`src/rtl/wr_frontend_if.sv`:
```
`default_nettype none
// ============================================================================
//  Module      : wr_frontend_if
//  Description : Bus bundle between the write-domain front end and its
//                environment: producer valid/ready handshake, the
//                write-pointer block connection and the status outputs.
//                slave  - the front end itself
//                master - producer / write-pointer block / testbench side
//  Ports       : i_s_valid, i_s_data, o_s_ready   producer handshake
//                i_rdptr_gray                     async Gray read pointer
//                i_wrptr, i_full_flag             from write-pointer block
//                o_wr_en, o_wr_data               to write-pointer block/memory
//                o_rdptr_sync, o_level,
//                o_almost_full, o_wr_count        status
//  Revision    : 1.0 - initial release
// ============================================================================
interface wr_frontend_if #(
    parameter int PTR_WIDTH  = 3,
    parameter int DATA_WIDTH = 8
);
    logic                  i_s_valid;
    logic [DATA_WIDTH-1:0] i_s_data;
    logic                  o_s_ready;
    logic [PTR_WIDTH:0]    i_rdptr_gray;
    logic [PTR_WIDTH:0]    i_wrptr;
    logic                  i_full_flag;
    logic                  o_wr_en;
    logic [DATA_WIDTH-1:0] o_wr_data;
    logic [PTR_WIDTH:0]    o_rdptr_sync;
    logic [PTR_WIDTH:0]    o_level;
    logic                  o_almost_full;
    logic [15:0]           o_wr_count;

    modport slave (
        input  i_s_valid, i_s_data, i_rdptr_gray, i_wrptr, i_full_flag,
        output o_s_ready, o_wr_en, o_wr_data, o_rdptr_sync, o_level,
               o_almost_full, o_wr_count
    );

    modport master (
        output i_s_valid, i_s_data, i_rdptr_gray, i_wrptr, i_full_flag,
        input  o_s_ready, o_wr_en, o_wr_data, o_rdptr_sync, o_level,
               o_almost_full, o_wr_count
    );
endinterface
`default_nettype wire

```
`src/rtl/wr_frontend.sv`:
```
`default_nettype none
// ============================================================================
//  Module      : wr_frontend
//  Description : Write-domain front end of the async FIFO.
//                - 2-entry skid buffer on the producer valid/ready handshake
//                - drives write enable / write data to the write-pointer block
//                - synchronises the Gray read pointer into the write clock,
//                  converts it to binary and registers it (o_rdptr_sync)
//                - reports fill level and almost-full from the pointer gap
//  Ports       : i_wr_clk  write clock (only clock in the block)
//                i_rst     synchronous reset, active high
//                bus       wr_frontend_if.slave (handshake, pointer and
//                          status signals)
//  Parameters  : PTR_WIDTH   address bits (pointers are PTR_WIDTH+1 bits)
//                DATA_WIDTH  FIFO word width
//                SYNC_STAGES Gray pointer synchroniser depth, must be >= 2
//                AF_MARGIN   almost-full when level >= 2**PTR_WIDTH - AF_MARGIN
//  Revision    : 1.0 - initial release
// ============================================================================
module wr_frontend #(
    parameter int PTR_WIDTH   = 3,
    parameter int DATA_WIDTH  = 8,
    parameter int SYNC_STAGES = 2,
    parameter int AF_MARGIN   = 1
) (
    input  wire logic          i_wr_clk,
    input  wire logic          i_rst,
    wr_frontend_if.slave       bus
);

    localparam logic [PTR_WIDTH:0] c_af_threshold =
        (PTR_WIDTH+1)'((1 << PTR_WIDTH) - AF_MARGIN);

    typedef enum logic [1:0] {
        ST_EMPTY = 2'd0,
        ST_ONE   = 2'd1,
        ST_TWO   = 2'd2
    } state_t;

    // ------------------------------------------------------------------
    // Skid buffer
    // ------------------------------------------------------------------
    state_t                r_state;
    state_t                w_state_nxt;
    logic [DATA_WIDTH-1:0] r_head;
    logic [DATA_WIDTH-1:0] r_tail;
    logic [DATA_WIDTH-1:0] w_head_nxt;
    logic [DATA_WIDTH-1:0] w_tail_nxt;
    logic                  w_ready;
    logic                  w_accept;
    logic                  w_pop;

    // Ready is a function of registered state (and reset) only, so there is
    // no combinational path from i_full_flag back to the producer.
    assign w_ready  = !i_rst && (r_state != ST_TWO);
    assign w_accept = bus.i_s_valid && w_ready;
    assign w_pop    = (r_state != ST_EMPTY) && !bus.i_full_flag;

    always_ff @(posedge i_wr_clk) begin
        if (i_rst) begin
            r_state <= ST_EMPTY;
            r_head  <= '0;
            r_tail  <= '0;
        end else begin
            r_state <= w_state_nxt;
            r_head  <= w_head_nxt;
            r_tail  <= w_tail_nxt;
        end
    end

    always_comb begin
        w_state_nxt = r_state;
        w_head_nxt  = r_head;
        w_tail_nxt  = r_tail;
        case (r_state)
            ST_EMPTY: begin
                if (w_accept) begin
                    w_state_nxt = ST_ONE;
                    w_head_nxt  = bus.i_s_data;
                end
            end
            ST_ONE: begin
                if (w_accept && w_pop) begin
                    // Head leaves, the new word takes its place.
                    w_head_nxt = bus.i_s_data;
                end else if (w_accept) begin
                    w_state_nxt = ST_TWO;
                    w_tail_nxt  = bus.i_s_data;
                end else if (w_pop) begin
                    w_state_nxt = ST_EMPTY;
                end
            end
            ST_TWO: begin
                // No accept possible here: ready is low in TWO.
                if (w_pop) begin
                    w_state_nxt = ST_ONE;
                    w_head_nxt  = r_tail;
                end
            end
            default: begin
                w_state_nxt = ST_EMPTY;
            end
        endcase
    end

    // ------------------------------------------------------------------
    // Committed-word counter (wraps naturally at 16 bits)
    // ------------------------------------------------------------------
    logic [15:0] r_wr_count;

    always_ff @(posedge i_wr_clk) begin
        if (i_rst) begin
            r_wr_count <= '0;
        end else if (w_pop) begin
            r_wr_count <= r_wr_count + 16'd1;
        end
    end

    // ------------------------------------------------------------------
    // Read-pointer synchroniser. Only stage 0 sees asynchronous data; the
    // Gray-to-binary conversion is done on the last (settled) stage and the
    // result registered so the downstream full compare sees a clean value.
    // ------------------------------------------------------------------
    logic [SYNC_STAGES-1:0][PTR_WIDTH:0] r_sync;
    logic [PTR_WIDTH:0]                  w_gray_last;
    logic [PTR_WIDTH:0]                  w_rd_bin;
    logic [PTR_WIDTH:0]                  r_rdptr_sync;

    always_ff @(posedge i_wr_clk) begin
        if (i_rst) begin
            r_sync       <= '0;
            r_rdptr_sync <= '0;
        end else begin
            r_sync       <= {r_sync[SYNC_STAGES-2:0], bus.i_rdptr_gray};
            r_rdptr_sync <= w_rd_bin;
        end
    end

    assign w_gray_last = r_sync[SYNC_STAGES-1];

    // b[k] = XOR of Gray bits k..MSB, equivalent to b[k] = b[k+1] ^ g[k].
    always_comb begin
        w_rd_bin = '0;
        for (int k = 0; k <= PTR_WIDTH; k++) begin
            w_rd_bin[k] = ^(w_gray_last >> k);
        end
    end

    // ------------------------------------------------------------------
    // Level: modular difference handles pointer wrap. The read pointer
    // lags, so this can only over-report the fill.
    // ------------------------------------------------------------------
    logic [PTR_WIDTH:0] w_level;

    assign w_level = bus.i_wrptr - r_rdptr_sync;

    // ------------------------------------------------------------------
    // Outputs
    // ------------------------------------------------------------------
    assign bus.o_s_ready     = w_ready;
    assign bus.o_wr_en       = w_pop;
    assign bus.o_wr_data     = r_head;
    assign bus.o_rdptr_sync  = r_rdptr_sync;
    assign bus.o_level       = w_level;
    assign bus.o_almost_full = (w_level >= c_af_threshold);
    assign bus.o_wr_count    = r_wr_count;

endmodule
`default_nettype wire

```
`src/flat_wrapper.sv`:
```
// flat-port wrapper written by rule: the top's interface ports become plain ports
module wr_frontend_flat 
#(
    parameter int PTR_WIDTH   = 3,
    parameter int DATA_WIDTH  = 8,
    parameter int SYNC_STAGES = 2,
    parameter int AF_MARGIN   = 1
)
  (i_wr_clk, i_rst, bus_i_s_valid, bus_i_s_data, bus_i_rdptr_gray, bus_i_wrptr, bus_i_full_flag, bus_o_s_ready, bus_o_wr_en, bus_o_wr_data, bus_o_rdptr_sync, bus_o_level, bus_o_almost_full, bus_o_wr_count);
  wr_frontend_if #(.PTR_WIDTH(PTR_WIDTH), .DATA_WIDTH(DATA_WIDTH)) bus_i ();
  input  wire logic i_wr_clk;
  input  wire logic i_rst;
  input wire logic [$bits(bus_i.i_s_valid)-1:0] bus_i_s_valid;
  input wire logic [$bits(bus_i.i_s_data)-1:0] bus_i_s_data;
  input wire logic [$bits(bus_i.i_rdptr_gray)-1:0] bus_i_rdptr_gray;
  input wire logic [$bits(bus_i.i_wrptr)-1:0] bus_i_wrptr;
  input wire logic [$bits(bus_i.i_full_flag)-1:0] bus_i_full_flag;
  output wire logic [$bits(bus_i.o_s_ready)-1:0] bus_o_s_ready;
  output wire logic [$bits(bus_i.o_wr_en)-1:0] bus_o_wr_en;
  output wire logic [$bits(bus_i.o_wr_data)-1:0] bus_o_wr_data;
  output wire logic [$bits(bus_i.o_rdptr_sync)-1:0] bus_o_rdptr_sync;
  output wire logic [$bits(bus_i.o_level)-1:0] bus_o_level;
  output wire logic [$bits(bus_i.o_almost_full)-1:0] bus_o_almost_full;
  output wire logic [$bits(bus_i.o_wr_count)-1:0] bus_o_wr_count;
  assign bus_i.i_s_valid = bus_i_s_valid;
  assign bus_i.i_s_data = bus_i_s_data;
  assign bus_i.i_rdptr_gray = bus_i_rdptr_gray;
  assign bus_i.i_wrptr = bus_i_wrptr;
  assign bus_i.i_full_flag = bus_i_full_flag;
  assign bus_o_s_ready = bus_i.o_s_ready;
  assign bus_o_wr_en = bus_i.o_wr_en;
  assign bus_o_wr_data = bus_i.o_wr_data;
  assign bus_o_rdptr_sync = bus_i.o_rdptr_sync;
  assign bus_o_level = bus_i.o_level;
  assign bus_o_almost_full = bus_i.o_almost_full;
  assign bus_o_wr_count = bus_i.o_wr_count;
  wr_frontend #(.PTR_WIDTH(PTR_WIDTH), .DATA_WIDTH(DATA_WIDTH), .SYNC_STAGES(SYNC_STAGES), .AF_MARGIN(AF_MARGIN)) u_core (.i_wr_clk(i_wr_clk), .i_rst(i_rst), .bus(bus_i));
endmodule
```
`config.mk`:
```
export PLATFORM = sky130hd
export DESIGN_NAME = wr_frontend_flat
export DESIGN_NICKNAME = d
export VERILOG_FILES = /design/src/rtl/wr_frontend_if.sv /design/src/rtl/wr_frontend.sv /design/src/flat_wrapper.sv
export SDC_FILE = /design/constraint.sdc
export NUM_CORES = 1
export LEC_CHECK = 0
export ABC_AREA = 1
export BUFFER_PORTS_ARGS = -buffer_cell sky130_fd_sc_hd__buf_2
export CORE_ASPECT_RATIO = 0.75
export CORE_MARGIN = 3
export CORE_UTILIZATION = 52
export CTS_CLUSTER_DIAMETER = 120
export CTS_CLUSTER_SIZE = 40
export DETAILED_ROUTE_END_ITERATION = 16
export GPL_TIMING_DRIVEN = 0
export PLACE_DENSITY = 0.79
export SETUP_SLACK_MARGIN = 0.15
export SLEW_MARGIN = 10
export SYNTH_ARGS = -nofsm -noshare
export SYNTH_HDL_FRONTEND = slang
export SYNTH_SLANG_ARGS = --single-unit
```
`constraint.sdc`:
```
create_clock -name i_wr_clk -period 1.63 [get_ports i_wr_clk]
set_input_delay 0.0815 -clock i_wr_clk [delete_from_list [all_inputs] [get_ports i_wr_clk]]
set_output_delay 0.0815 -clock i_wr_clk [all_outputs]
set_load 0.005 [all_outputs]
```
# Yosys cells after proc, flatten, opt, wreduce, memory -nomap -nowiden
# Index checks and enable logic that the tools add are counted.
# Widths: inputs -> output; s select.
[classes]
add_sub_neg = 2
multipliers = 0
div_mod_pow = 0
magnitude_cmp = 1
eq_ne = 8
shifts = 0
mux = 10
n_bitwise = 1
reduce_logical = 16
[op_table]
columns = ["operator", "n"]
rows = [
  ["$mux 8", 3],
  ["$pmux 8 s3", 1],
  ["$add 16x1->16 const B", 1],
  ["$reduce_xor 4->1", 4],
  ["$mux 2", 5],
  ["$reduce_and 4->1", 2],
  ["$ne 2x1->1 const B", 3],
  ["$pmux 2 s3", 1],
  ["$ge 4x3->1 const B", 1],
  ["$logic_and 1x1->1", 4],
  ["$ne 2x2->1 const B", 2],
  ["$sub 4x4->4", 1],
  ["$ne 3x1->1 const B", 1],
  ["$reduce_and 3->1", 1],
  ["$reduce_bool 3->1", 1],
  ["$eq 2x1->1 const B", 1],
  ["$eq 2x2->1 const B", 1],
  ["$logic_not 1->1", 2],
  ["$logic_not 2->1", 1],
  ["$reduce_bool 2->1", 1],
  ["$not 1->1", 1],
]
[word_totals]
reg_bits = 46
latch_bits = 0
ram_bits = 0
romBits = 0
in_bits = 20
out_inout_bits = 35
elab_cells = 45
n_memories = 0

# Depth between registers and ports, before layout
# Gate-level depths: netlist of the first run.
[logic_depth]
ltp_word = 6
mapped_depth = 8
ltp_nobuf = 8

# Least setup slack after synthesis of the first run
# No wires, ideal clock.
[synth_timing]
kind = "reg-to-output"
startpoint = "register u_core.r_rdptr_sync[0], in the netlist u_core.bus.o_rdptr_sync[0]"
endpoint = "output bus_o_almost_full"
arrival_time_ns = 1.247
required_time_ns = 1.548
setup_slack_ns = 0.301
stages_incl_launch_ff = 7
n_path_buf = 0
path_cell_list = "dfxtp_1 -> ha_1 -> inv_1 -> fa_1 -> xor2_1 -> nand3_1 -> nand2_1"
[synth_between]
elab_chain_len = 2
[synth_lines]
columns = ["element", "line", "text"]
rows = [
  ["start, declared", "wr_frontend.sv:127", "logic [PTR_WIDTH:0] r_rdptr_sync;"],
  ["start signal, assigned", "wr_frontend.sv:135", "r_rdptr_sync <= w_rd_bin;"],
  ["$sub 4x4->4", "wr_frontend.sv:155", "assign w_level = bus.i_wrptr - r_rdptr_sync;"],
  ["net bus_o_level[2]", "flat_wrapper.sv:22", "output wire logic [$bits(bus_i.o_level)-1:0] bus_o_level;"],
  ["$ge 4x3->1", "wr_frontend.sv:165", "assign bus.o_almost_full = (w_level >= c_af_threshold);"],
  ["end, declared", "flat_wrapper.sv:23", "output wire logic [$bits(bus_i.o_almost_full)-1:0] bus_o_almost_full;"],
]
# The timed path passes the listed nets, and every way through them passes these cells.

# Worst setup path in the final report of the first run
[layout_timing]
startpoint = "register u_core.r_rdptr_sync[0], in the netlist u_core.bus.o_rdptr_sync[0]"
endpoint = "output bus_o_almost_full"
[layout_between]
elab_chain_len = 2
[layout_lines]
columns = ["element", "line"]
rows = [
  ["$sub 4x4->4", "wr_frontend.sv:155"],
  ["$ge 4x3->1", "wr_frontend.sv:165"],
]
# Every way passes these cells.

==> flow_metrics.env, run 1 <==
export IMPL_finalWorstPathRequiredPeriod_ns=1.685
export IMPL_gr_usage_met3_pct=3.858
export IMPL_timing_hold_ws_ns=0.07668
export IMPL_final_min_period_over_clock_period_pct=103.4
export IMPL_criticalPathCategory="flop to output port"
export IMPL_num_io_pins=55
export IMPL_maxcap_violations=0
export IMPL_met2_usage_pct=33.21
export IMPL_initial_core_util_pct=55.46
export IMPL_die_width_um=79.09
export IMPL_post_layout_nonfiller_instances=395
export IMPL_cp_max_fo=2
export IMPL_final_common_cell="buf_2"
export IMPL_dp_worst_setup_slack_ns=0.2218
export IMPL_tightestPinTransition_ns=0.4660
export IMPL_place_gp_congestion=0.7911
export IMPL_cp_start_kind="flop"
export IMPL_synth_adder_area_share_pct=3.363
export IMPL_slew_viol_final=0
export IMPL_synth_area_mux_share_pct=0
export IMPL_finish_instance_area_mm2=0.002648
export IMPL_fp_row_count=19
export IMPL_drt_initial_drc_count=82
export IMPL_clock_sink_total=46
export IMPL_final_fill_count=329
export IMPL_gr_total_overflow=0
export IMPL_nets=367
export IMPL_r2r_worst_path_cells=7
export IMPL_fin_worst_skew_ns=0.007244
export IMPL_hold_path_cell_count=2
export IMPL_antenna_violations_before_repair=0
export IMPL_grt_pass1_wl_um=7093
export IMPL_antenna_cells=0
export IMPL_max_slew_margin_rel_pct=68.94
export IMPL_placed_cells=380
export IMPL_number_of_global_route_vias_before_repair=1634
export IMPL_min_path_type="input port to flop"
export IMPL_use_met1_pct=23.47
export IMPL_cts_root_buffer_cell="clkbuf_8"
export IMPL_report_final_hold_viol_count=0
export IMPL_die_h_um=60.82
export IMPL_total_setup_violations_reported_at_the_end_of_the_flow=1
export IMPL_clock_tree_from_tritoncts="built"
export IMPL_detailroute_via_count=1940
export IMPL_synth_cells=275
export IMPL_arr_time_crit_path_ns=1.60
export IMPL_detail_route_vias_per_cell=4.911
export IMPL_multiInputGateArea_mm2=0.001051
export IMPL_final_core_utilization_pct=70.49
export IMPL_min_from="i_rst"
export IMPL_worstSkewPairLatency_ns=0.29
export IMPL_data_required_time_of_the_critical_path_ns=1.55
export IMPL_globalRouteTotalUtil_pct=18.55
export IMPL_postSynthNetCount=300
export IMPL_remaining_design_rule_violation_count=0
export IMPL_synthSimpleGateAreaFrac_pct=27.45
export IMPL_worst_setup_hold_path_clk_slew_ns=0.09
export IMPL_area_fraction_in_compound_gates_after_synthesis_pct=12.79
export IMPL_die_area_mm2=0.004810
export IMPL_avgRoutedWirePerCell_um=11.68
export IMPL_post_synth_num_cell_types=27
export IMPL_final_cell_mix="54 x buf_2, 43 x nand2_1, 40 x dfxtp_1"
export IMPL_status="complete, but fails checks"
export IMPL_synthesis_area_mm2=0.002083
export IMPL_power_per_cell_area_mw_per_mm2=847.4
export IMPL_maximum_number_of_pins_on_one_net_before_global_route_repair=16
export IMPL_numPortBuffers=53
export IMPL_post_dp_hpwl_um=3223
export IMPL_grt_setup_unrepaired="yes"
export IMPL_standby_leakage_power_nw=1.208
export IMPL_placed_cell_area_mm2=0.002414
export IMPL_seq_area_um2=928.4
export IMPL_setup_worst_path_end_class="output port"
export IMPL_setup_slack_ns=-0.05464
export IMPL_cts_root_to_sink_buffers=2
export IMPL_clock_tree_htree_level_count=2
export IMPL_violations_in_the_final_reports="negative setup slack"
export IMPL_tritoncts_num_buffers=5
export IMPL_antenna_violating_nets_remaining=0
export IMPL_detail_route_first_pass_iterations=4
export IMPL_synth_seq_cells=46
export IMPL_coreArea_mm2=0.003756
export IMPL_yosysWarnings=0
export IMPL_fmaxAchievable_mhz=593.6
export IMPL_post_synth_cell_area_avg_um2=7.575
export IMPL_post_synth_xor_area_fraction_pct=2.943
export IMPL_area_delta_synth_final_pct=27.09
export IMPL_fraction_of_layout_cells_with_a_size_suffix_above_1_pct=28.86
export IMPL_top_usage_layer_grt="met2"
export IMPL_sum_of_routed_wire_length_over_all_layers_um=4613
export IMPL_combinational_family_with_the_most_area_after_synthesis="simple AND/OR/NAND/NOR gates"
export IMPL_peakVddDrop_mv=0.6054
export IMPL_critical_path_startpoint="u_core.bus.o_rdptr_sync[0]"
export IMPL_seq_area_frac_synth_pct=44.20
export IMPL_reg2reg_from="u_core.r_state[1]"
path summary, 6_finish.rpt:
kind,end,slack (ns)
max,bus_o_almost_full,-0.05
min,u_core.r_state[0],0.08
max reg2reg,u_core.bus.o_wr_data[1],0.23
min reg2reg,u_core.w_gray_last[0],0.40
kinds of logic after synthesis:
family | after synthesis
AO/OA/AOI/OAI | 52
flip-flops | 46
adder cells (fa/ha/maj) | 5
buffers and inverters | 49
XOR/XNOR | 7
AND/OR/NAND/NOR | 116
metal layers:
| metal | up-vias | routed length (um) |
|---|---|---|
| met2 | 56 | 2197 |
| met1 | 868 | 2074 |
| met3 | 4 | 298 |
| met5 | - | 0 |
| li1 | 1012 | - |
| met4 | 0 | 42 |
registers in the layout (all words and copies together), names as in the netlist:
| name | count |
|---|---|
| u_core.r_state | 2 |
| u_core.r_tail | 8 |
| u_core.bus.o_wr_count | 16 |
| u_core.w_gray_last | 4 |
| u_core.bus.o_rdptr_sync | 4 |
| u_core.r_sync | 4 |
| u_core.bus.o_wr_data | 8 |
layout make-up:
| class | count | share of cell area, % |
|---|---|---|
| Multi-Input combinational cell | 181 | 39.70 |
| Sequential cell | 46 | 35.07 |
| Timing Repair Buffer | 59 | 12.10 |
| Inverter | 42 | 5.955 |
| Clock buffer | 5 | 2.599 |
| Tap cell | 52 | 2.457 |
| Buffer | 7 | 1.323 |
| Clock inverter | 3 | 0.8034 |
metrics by stage:
stage	setup TNS, ns	power, W
after floorplan	0	0.001418
after global placement	0	0.001532
after detailed placement	0	0.001542
after CTS	-0.02703	0.002234
after global routing	-0.09640	0.002353
final	-0.05464	0.002244
report_power, final:
group,total [W],internal (W),switching [W]
sequential,0.00120,0.00117,0.0000281
clock,0.000682,0.000301,0.000380
combinational,0.000361,0.000156,0.000205
worst max-delay path, stage by stage, from the launching register on:
cell     delay, ns
dfxtp_2       0.36
ha_4          0.13
inv_2         0.04
fa_2          0.54
nand3_2       0.07
nand2_1       0.06
buf_2         0.11
Yosys cell counts:
| library cell | count | area, um^2 |
|---|---|---|
| a21oi_1 | 27 | 135.1 |
| a31oi_1 | 1 | 6.260 |
| buf_2 | 1 | 5.000 |
| buf_6 | 1 | 11.26 |
| clkbuf_1 | 5 | 18.77 |
| dfxtp_1 | 46 | 920.9 |
| fa_1 | 1 | 20.02 |
| ha_1 | 4 | 50.05 |
| inv_1 | 40 | 150.1 |
| inv_2 | 2 | 7.510 |
| nand2_1 | 44 | 165.2 |
| nand2_2 | 2 | 12.51 |
| nand2_4 | 1 | 11.26 |
| nand3_1 | 20 | 100.1 |
| nand3_2 | 1 | 10.01 |
| nand3_4 | 2 | 35.03 |
| nand4_1 | 4 | 25.02 |
| nand4_4 | 1 | 21.27 |
| nor2_1 | 37 | 138.9 |
| nor2_2 | 2 | 12.51 |
| nor2_8 | 2 | 40.04 |
| o21a_1 | 1 | 7.510 |
| o21ai_0 | 21 | 105.1 |
| o21ai_1 | 1 | 5.000 |
| o21bai_1 | 1 | 7.510 |
| xnor2_1 | 3 | 26.28 |
| xor2_1 | 4 | 35.03 |
what timing repair did:
| action | 4_1_cts | 5_1_grt |
|---|---|---|
| endpoints found under the hold margin | 4 | 0 |
| hold buffers | 4 | 0 |
| cloned | 0 | 1 |
| resized for setup | 9 | 13 |
| setup buffers | 1 | 1 |
| setup endpoints to repair | 4 | 18 |
| pin swaps | 4 | 1 |
No activity file was read; power rests on OpenSTA's default activity.
==> inputs of run 2 (changes only) <==
- CAP_MARGIN: not set -> 20
- TNS_END_PERCENT: not set -> 10
==> flow_metrics.env, run 2 (same netlist as run 1, synthesis figures left out) <==
export IMPL_status="complete, but fails checks"
export IMPL_violations_in_the_final_reports="negative setup slack"
export IMPL_report_final_hold_viol_count=0
export IMPL_gr_total_overflow=0
export IMPL_grt_pass1_wl_um=6962
export IMPL_sum_of_routed_wire_length_over_all_layers_um=4381
export IMPL_critPathTopFamily="adder cells"
export IMPL_wl_met3_um=248
export IMPL_arr_time_crit_path_ns=1.59
export IMPL_cp_slowest_stage_delay_ns=0.53
export IMPL_final_fill_count=335
export IMPL_post_dp_hpwl_um=3223
export IMPL_detail_route_vias_per_cell=4.911
export IMPL_peakVddDrop_mv=0.6082
export IMPL_clock_tree_from_tritoncts="built"
export IMPL_num_io_pins=55
export IMPL_crit_buf_inv=2
export IMPL_timing_hold_ws_ns=0.05883
export IMPL_fp_row_count=19
export IMPL_total_setup_violations_reported_at_the_end_of_the_flow=1
export IMPL_worstSkewPairLatency_ns=0.29
export IMPL_wirelength_met1_um=2036
export IMPL_final_common_cell="buf_2"
export IMPL_cts_root_buffer_cell="clkbuf_8"
export IMPL_tritoncts_num_buffers=5
export IMPL_standby_leakage_power_nw=1.199
export IMPL_critical_path_cell_count=6
export IMPL_regToRegEndpoint="u_core.bus.o_wr_data[6]"
export IMPL_die_width_um=79.09
export IMPL_area_delta_synth_final_pct=25.41
export IMPL_final_core_utilization_pct=69.55
export IMPL_critPathCapture="bus_o_almost_full"
export IMPL_final_min_period_over_clock_period_pct=102.5
export IMPL_fmaxAchievable_mhz=598.6
export IMPL_maximum_number_of_pins_on_one_net_before_global_route_repair=16
export IMPL_routed_top_layer="met4"
export IMPL_slew_viol_final=0
export IMPL_die_h_um=60.82
export IMPL_dr_wl_met2_um=2079
export IMPL_setup_slack_ns=-0.04045
export IMPL_r2r_setup_slack_ns=0.26
export IMPL_critical_path_cell_chain="ha_4, inv_2, fa_2, nand3_2, nand2_1, buf_2"
export IMPL_post_layout_nonfiller_instances=392
export IMPL_globalRouteTotalUtil_pct=18.17
export IMPL_max_slew_margin_rel_pct=70.26
export IMPL_criticalPathCategory="flop to output port"
export IMPL_antenna_cells=0
export IMPL_fin_worst_skew_ns=0.006883
export IMPL_place_gp_congestion=0.7911
export IMPL_tightestPinTransition_ns=0.4462
export IMPL_cts_root_to_sink_buffers=2
export IMPL_reg2reg_from="u_core.r_state[1]"
export IMPL_maxcap_violations=0
export IMPL_initial_core_util_pct=55.46
export IMPL_number_of_global_route_vias_before_repair=1594
export IMPL_largest_reg_flops=16
export IMPL_avgRoutedWirePerCell_um=11.18
export IMPL_detail_route_first_pass_iterations=4
export IMPL_worst_setup_hold_path_clk_slew_ns=0.09
export IMPL_die_area_mm2=0.004810
export IMPL_remaining_design_rule_violation_count=0
export IMPL_min_path_type="input port to flop"
export IMPL_clock_tree_htree_level_count=2
export IMPL_slowest_stage="fa_2"
export IMPL_setup_worst_path_end_class="output port"
export IMPL_antenna_violating_nets_remaining=0
export IMPL_cp_max_fo=2
export IMPL_critical_path_startpoint="u_core.bus.o_rdptr_sync[0]"
export IMPL_grt_setup_unrepaired="yes"
export IMPL_r2r_worst_path_cells=7
export IMPL_placed_cells=380
export IMPL_power_per_cell_area_mw_per_mm2=852.0
export IMPL_final_cell_mix="54 x buf_2, 43 x nand2_1, 40 x dfxtp_1"
export IMPL_finalWorstPathRequiredPeriod_ns=1.670
export IMPL_fraction_of_layout_cells_with_a_size_suffix_above_1_pct=27.94
export IMPL_numPortBuffers=53
export IMPL_coreArea_mm2=0.003756
export IMPL_antenna_violations_before_repair=0
export IMPL_nets=364
export IMPL_data_required_time_of_the_critical_path_ns=1.55
export IMPL_clock_sink_total=46
export IMPL_detailroute_via_count=1925
export IMPL_cp_start_kind="flop"
export IMPL_drt_initial_drc_count=82
==> run 2: cell types whose count changed in the layout (fill, tap and decap cells not counted) <==
cell     delta
buf_4       -2
nand4_2     -1
nor2_1      +1
nor2_4      -1
==> run 2: final cells by class <==
cell class / count / area, um^2 / area share, %
repair buffers: 57 / 305.3 / 11.69
clock buffers: 5 / 68.82 / 2.634
multi-input cells: 180 / 1031 / 39.46
flip-flops and latches: 46 / 928.4 / 35.54
well taps: 52 / 65.06 / 2.490
clock inverters: 3 / 21.27 / 0.8142
plain buffers: 7 / 35.03 / 1.341
inverters: 42 / 157.7 / 6.034
==> run 2: metrics by stage <==
step,TNS [ns],setup slack (ns),total power [W],instance area (um^2)
global placement,0,0.2376,0.001532,2414
floorplan,0,0.3011,0.001418,2083
CTS,-0.03216,-0.03216,0.002232,2579
detailed placement,0,0.2218,0.001542,2414
global route,-0.1000,-0.1000,0.002345,2613
finish,-0.04045,-0.04045,0.002226,2613
==> run 2: timing repair <==
action,CTS,global route
endpoints found under the hold margin,4,0
buffers inserted,0,0
hold buffers,4,0
pin swaps,4,5
setup endpoints to repair,4,18
resized for setup,9,11
==> run 2: how the worst min path moves through the flow <==
| stage | to | from | slack [ns] | cells past startpoint |
|---|---|---|---|---|
| CTS | u_core.bus.o_wr_data[0] | i_rst | 0.06 | 2 |
| floorplan | u_core.r_sync[0] | bus_i_rdptr_gray[0] | 0.19 | 2 |
| global route | u_core.r_state[0] | i_rst | 0.07 | 2 |
| global placement | u_core.r_sync[2] | bus_i_rdptr_gray[2] | 0.28 | 3 |
| finish | u_core.r_state[0] | i_rst | 0.06 | 2 |
| detailed placement | u_core.r_sync[1] | bus_i_rdptr_gray[1] | 0.29 | 3 |
==> run 2: where the power goes <==
group	internal, W	switching [W]
logic	0.000152	0.000197
clock network	0.000301	0.000375
registers	0.00117	0.0000272
==> run 2: layer usage <==
layer / track usage [%] / up-vias
li1: - / 1001
met1: 23.49 / 873
met2: 32.13 / 49
met3: 3.858 / 2
met4: 3.431 / 0
met5: 0 / -
